==> src/rtl/clock_pkg.sv <==
// Shared constants for the settable clock: mode encodings, field limits and widths.
package clock_pkg;

    localparam logic [1:0] RUN     = 2'd0;
    localparam logic [1:0] SET_HR  = 2'd1;
    localparam logic [1:0] SET_MIN = 2'd2;

    localparam int unsigned SEC_MAX = 59;
    localparam int unsigned MIN_MAX = 59;

    localparam int unsigned SEC_W  = 6;
    localparam int unsigned MIN_W  = 6;
    localparam int unsigned HOUR_W = 5;

    // Mode sequence RUN -> SET_HR -> SET_MIN -> RUN; any other code recovers to RUN.
    function automatic logic [1:0] mode_next(input logic [1:0] cur, input logic adv);
        logic [1:0] nxt;
        nxt = RUN;
        case (cur)
            RUN:     nxt = adv ? SET_HR  : RUN;
            SET_HR:  nxt = adv ? SET_MIN : SET_HR;
            SET_MIN: nxt = adv ? RUN     : SET_MIN;
            default: nxt = RUN;
        endcase
        return nxt;
    endfunction

endpackage

==> src/rtl/clock_set_ctrl_wrap_cnt.sv <==
// Modulo-(MAX+1) counter with synchronous clear; carry flags the MAX->0 step.
module wrap_cnt #(
    parameter int unsigned MAX = 59,
    parameter int unsigned W   = 6
) (
    input  logic         clk,
    input  logic         rst,
    input  logic         enable,
    input  logic         clr,
    output logic         carry,
    output logic [W-1:0] value
);

    localparam logic [W-1:0] MAX_V = W'(MAX);

    logic at_max;

    assign at_max = (value == MAX_V);
    assign carry  = enable & at_max;

    always_ff @(posedge clk or posedge rst) begin
        if (rst) begin
            value <= '0;
        end else if (clr) begin
            value <= '0;
        end else if (enable) begin
            value <= at_max ? '0 : value + W'(1);
        end
    end

endmodule

==> src/rtl/clock_set_ctrl.sv <==
// Time-of-day counter with button-driven hour/minute setting and a day rollover pulse.
module clock_set_ctrl
    import clock_pkg::*;
#(
    parameter int unsigned HOUR_MAX = 23
) (
    input  logic                clk,
    input  logic                rst,
    input  logic                tick_1hz,
    input  logic                btn_mode,
    input  logic                btn_inc,
    output logic [SEC_W-1:0]    sec,
    output logic [MIN_W-1:0]    min,
    output logic [HOUR_W-1:0]   hour,
    output logic [1:0]          mode,
    output logic                day_pulse
);

    logic [1:0] state_q;
    logic [1:0] state_nxt;

    logic in_run;
    logic in_set_hr;
    logic in_set_min;

    logic sec_en;
    logic sec_clr;
    logic min_en;
    logic hour_en;
    logic sec_carry;
    logic min_carry;
    logic hour_carry;

    // Mode state register
    always_ff @(posedge clk or posedge rst) begin
        if (rst) begin
            state_q <= RUN;
        end else begin
            state_q <= state_nxt;
        end
    end

    // Next mode: btn_mode advances, illegal code falls back to RUN
    always_comb begin
        state_nxt = state_q;
        state_nxt = mode_next(state_q, btn_mode);
    end

    assign in_run     = (state_q == RUN);
    assign in_set_hr  = (state_q == SET_HR);
    assign in_set_min = (state_q == SET_MIN);

    // Edits act on the field of the current mode, so a coincident btn_mode never redirects them
    assign sec_en  = in_run & tick_1hz;
    assign sec_clr = in_set_min & btn_mode;
    assign min_en  = (in_run & sec_carry) | (in_set_min & btn_inc);
    assign hour_en = (in_run & min_carry) | (in_set_hr & btn_inc);

    wrap_cnt #(
        .MAX (SEC_MAX),
        .W   (SEC_W)
    ) u_sec (
        .clk    (clk),
        .rst    (rst),
        .enable (sec_en),
        .clr    (sec_clr),
        .carry  (sec_carry),
        .value  (sec)
    );

    wrap_cnt #(
        .MAX (MIN_MAX),
        .W   (MIN_W)
    ) u_min (
        .clk    (clk),
        .rst    (rst),
        .enable (min_en),
        .clr    (1'b0),
        .carry  (min_carry),
        .value  (min)
    );

    wrap_cnt #(
        .MAX (HOUR_MAX),
        .W   (HOUR_W)
    ) u_hour (
        .clk    (clk),
        .rst    (rst),
        .enable (hour_en),
        .clr    (1'b0),
        .carry  (hour_carry),
        .value  (hour)
    );

    // Only a timekeeping rollover counts as a new day, never a manual hour edit
    always_ff @(posedge clk or posedge rst) begin
        if (rst) begin
            day_pulse <= 1'b0;
        end else begin
            day_pulse <= in_run & hour_carry;
        end
    end

    assign mode = state_q;

endmodule

==> config.mk <==
export PLATFORM = sky130hd
export DESIGN_NAME = clock_set_ctrl
export DESIGN_NICKNAME = d
export VERILOG_FILES = /design/src/rtl/clock_pkg.sv /design/src/rtl/clock_set_ctrl_wrap_cnt.sv /design/src/rtl/clock_set_ctrl.sv
export SDC_FILE = /design/constraint.sdc
export NUM_CORES = 1
export LEC_CHECK = 0
export CORE_MARGIN = 4
export CORE_UTILIZATION = 50
export CTS_CLUSTER_SIZE = 25
export DETAILED_ROUTE_END_ITERATION = 10
export GPL_TIMING_DRIVEN = 0
export MAX_ROUTING_LAYER = met4
export PLACE_DENSITY = 0.86
export SKIP_LAST_GASP = 1
export SYNTH_ARGS = -nofsm -noshare
export SYNTH_HDL_FRONTEND = slang
export SYNTH_HIERARCHICAL = 1
export SYNTH_SLANG_ARGS = --single-unit
==> constraint.sdc <==
create_clock -name clk -period 3.83 [get_ports clk]
set_input_delay 0.9575 -clock clk [delete_from_list [all_inputs] [get_ports clk]]
set_output_delay 0.9575 -clock clk [all_outputs]
set_load 0.01 [all_outputs]
==> impl_metrics.tcl <==
set metrics [dict create \
    status "finished clean" \
    drtAntennaViolNets 0 \
    timing.final.max_slew_violations 0 \
    max_freq_mhz 282 \
    drt_iter0_markers 20 \
    ys_seq_area_share_pct 42.0 \
    pin_count 25 \
    syn_avg_cell_area_sq_um 10.0 \
    grt_pass1_vias 873 \
    drt-vias-per-instance 5.28 \
    overflow 0 \
    synthToLayoutAreaGrowth_pct 31.9 \
    dp.cells 184 \
    power.leakage_nw 0.713 \
    syn_area_sq_um 1190 \
    vias 998 \
    crit_fanout 7 \
    start_util_pct 53.4 \
    busiest_layer "met2" \
    grt_antenna_before_repair 0 \
    die_area_sq_um 3230 \
    die_y_um 56.8 \
    port_buffers 24 \
    drive_gt1_share_pct 18.6 \
    fin_skew_ns 0.00321 \
    numCtsBuffers 3 \
    clkTransAtPathRegs_ns 0.10 \
    synth_top_cell_by_area "dfrtp_1" \
    grt_first_pass_wirelength_um 4120 \
    worstPathRequired_ns 4.05 \
    clock_sinks 20 \
    startpoint_type "input pin" \
    htreeDepth 1 \
    max_cap_violations 0 \
    cts_root_buf "clkbuf_4" \
    cts_tree "built" \
    avgRoutedWirePerCell_um 13.3 \
    hold_path_class "reg2reg" \
    drt_first_pass_iters 4 \
    use_met2_pct 23.8 \
    setup_viol 0 \
    synth_edf_count 0 \
    cp_data_arrival_time_ns 3.77 \
    num_antenna_cells 0 \
    die_x_um 56.8 \
    hpwl_um 1830 \
    use_met1_pct 22.6 \
    grtUsageTotal_pct 16.7 \
    met3_usage_pct 5.29 \
    fin_crit_ns 3.55 \
    grt_max_degree 11 \
    fin_crit_sh_pct 92.6 \
    gp_congestion 0.798 \
    ir_drop_mv 0.401 \
    fin_tns_setup_ns 0 \
    synthArstFlopShare_pct 100 \
    ys_warn_count 6 \
    ys_ff_latch 20 \
    clock_path_buffers 2 \
    synthFlopType "dfrtp_1" \
    syn_inst 119 \
    rows 17 \
    drt_wl_total_um 2510 \
    rsz0062_at_grt "false" \
    instances_no_fill 189 \
    cts_hold_repair.buffers 0 \
    powerDensity_nw_per_um2 553 \
    hold_viol 0 \
    clk_latency_ns 0.30 \
    critical_path_class "in2reg" \
    layout.nets 171 \
    coreArea_sq_um 2230 \
    synth.area.top_cells "dfrtp_1 42%, mux2i_1 9.2%, nand2_1 4.1%, nor3b_1 3.8%, o21ba_2 3.4%" \
    cp-end-kind "register" \
    yosys.area.top_type_share_pct 42.0 \
    remaining_drc_errors 0 \
    synth_cell_types 33 \
]
[layout make-up]
type                            instances  area (sq um)
Multi-Input combinational cell        101           702
Sequential cell                        20           500
Buffer                                  3          27.5
Clock buffer                            3          22.5
Timing Repair Buffer                   26           255
Inverter                                8          30.0
Fill cell                             176           661
Tap cell                               28          35.0
[cells in the mapped netlist (all sizes together) (3+ instances only)]
cell type / number
inv: 8
o21ba: 4
o21ai: 6
dfrtp: 20
nand2: 13
a21oi: 3
nor3b: 6
ha: 3
and3: 5
nand2b: 3
a31o: 4
nor2: 9
nand4: 3
mux2i: 11
[final timing paths]
| check | start | end | slack, ns | depth (start not counted) |
|---|---|---|---|---|
| max | tick_1hz | day_pulse$_DFF_PP0_ | 0.28 | 14 |
| min | u_sec/value[0]$_DFFE_PP0P_ | u_sec/value[0]$_DFFE_PP0P_ | 0.57 | 2 |
| max reg2reg | mode[1]$_DFF_PP0_ | day_pulse$_DFF_PP0_ | 0.86 | 14 |
| min reg2reg | u_sec/value[0]$_DFFE_PP0P_ | u_sec/value[0]$_DFFE_PP0P_ | 0.57 | 2 |
| max in group asynchronous | rst | u_sec/value[4]$_DFFE_PP0P_ | 2.64 | 2 |
| min in group asynchronous | rst | mode[1]$_DFF_PP0_ | 0.93 | 2 |
[what timing repair did]
action / 4_1_cts / 5_1_grt
resized for setup: 2 / 2
setup buffers: 0 / 2
setup endpoints to repair: 6 / 2
[state kept, by name (all words and copies together), names as in the netlist]
| register | cells |
|---|---|
| u_hour/value | 5 |
| u_sec/value | 6 |
| u_min/value | 6 |
| day_pulse | 1 |
| mode | 2 |
[metal layers]
layer	vias to the layer above	wire length (um)	part of all wire [%]
met5	-	0	0
met4	0	50	2.0
met3	6	121	4.8
met2	23	1200	48
met1	480	1140	45
li1	489	-	-
[cells in the final DEF, fill, tap and decap left out, types with 2 or more instances in the layout]
cell	instances
nand4_1	3
clkbuf_4	3
clkdlybuf4s50_1	24
buf_6	2
xnor2_1	2
buf_4	2
conb_1	14
inv_1	8
or2b_2	2
dfrtp_1	20
nor3b_1	5
and3_1	2
o211ai_1	2
or3_1	2
a31o_2	4
nand3_1	2
nor2_1	8
a21oi_2	2
nand2_1	13
and3_4	2
nand2b_1	2
o21ba_2	4
mux2i_1	11
ha_1	3
o21ai_0	6
[metrics by stage]
step                      setup slack, ns  util (%)  hold WS, ns  total power, mW  cell area (sq um)
final                               0.284      70.4        0.566            0.870               1570
after CTS                           0.135      69.2        0.566            0.851               1550
after global routing              0.00990      70.4        0.613            0.937               1570
after detailed placement           -0.634      67.9        0.539            0.747               1520
after global placement             -0.490      67.9        0.534            0.726               1520
after floorplan                     0.445         -        0.559            0.584               1240
[power by group]
part,switching [mW],leakage (nW),internal [mW]
sequential,0.0664,0.258,0.262
clock,0.0605,0.0138,0.0367
combinational,0.199,0.442,0.246
total,0.326,0.713,0.545
[cell families after synthesis]
logic type	Yosys count	synth area share [%]
buf+inv	11	4.83
other cells	1	0.314
mux	11	9.23
flops	20	42.0
fa+ha+maj	3	3.15
compound gates	22	14.7
xor+xnor	2	1.47
simple gates	49	24.3
[worst max-delay path, cell delays in order]
cell,delay [ns]
clkdlybuf4s50_1,0.48
nor3b_4,0.34
nand2_1,0.15
nor3b_1,0.27
mux2i_1,0.15
nor2_4,0.20
nand2_1,0.11
nor3b_1,0.20
mux2i_1,0.09
nor2_1,0.09
clkbuf_2,0.19
and3_2,0.22
and3b_1,0.15
nor3b_1,0.17
(Power assumes the default switching activity.)
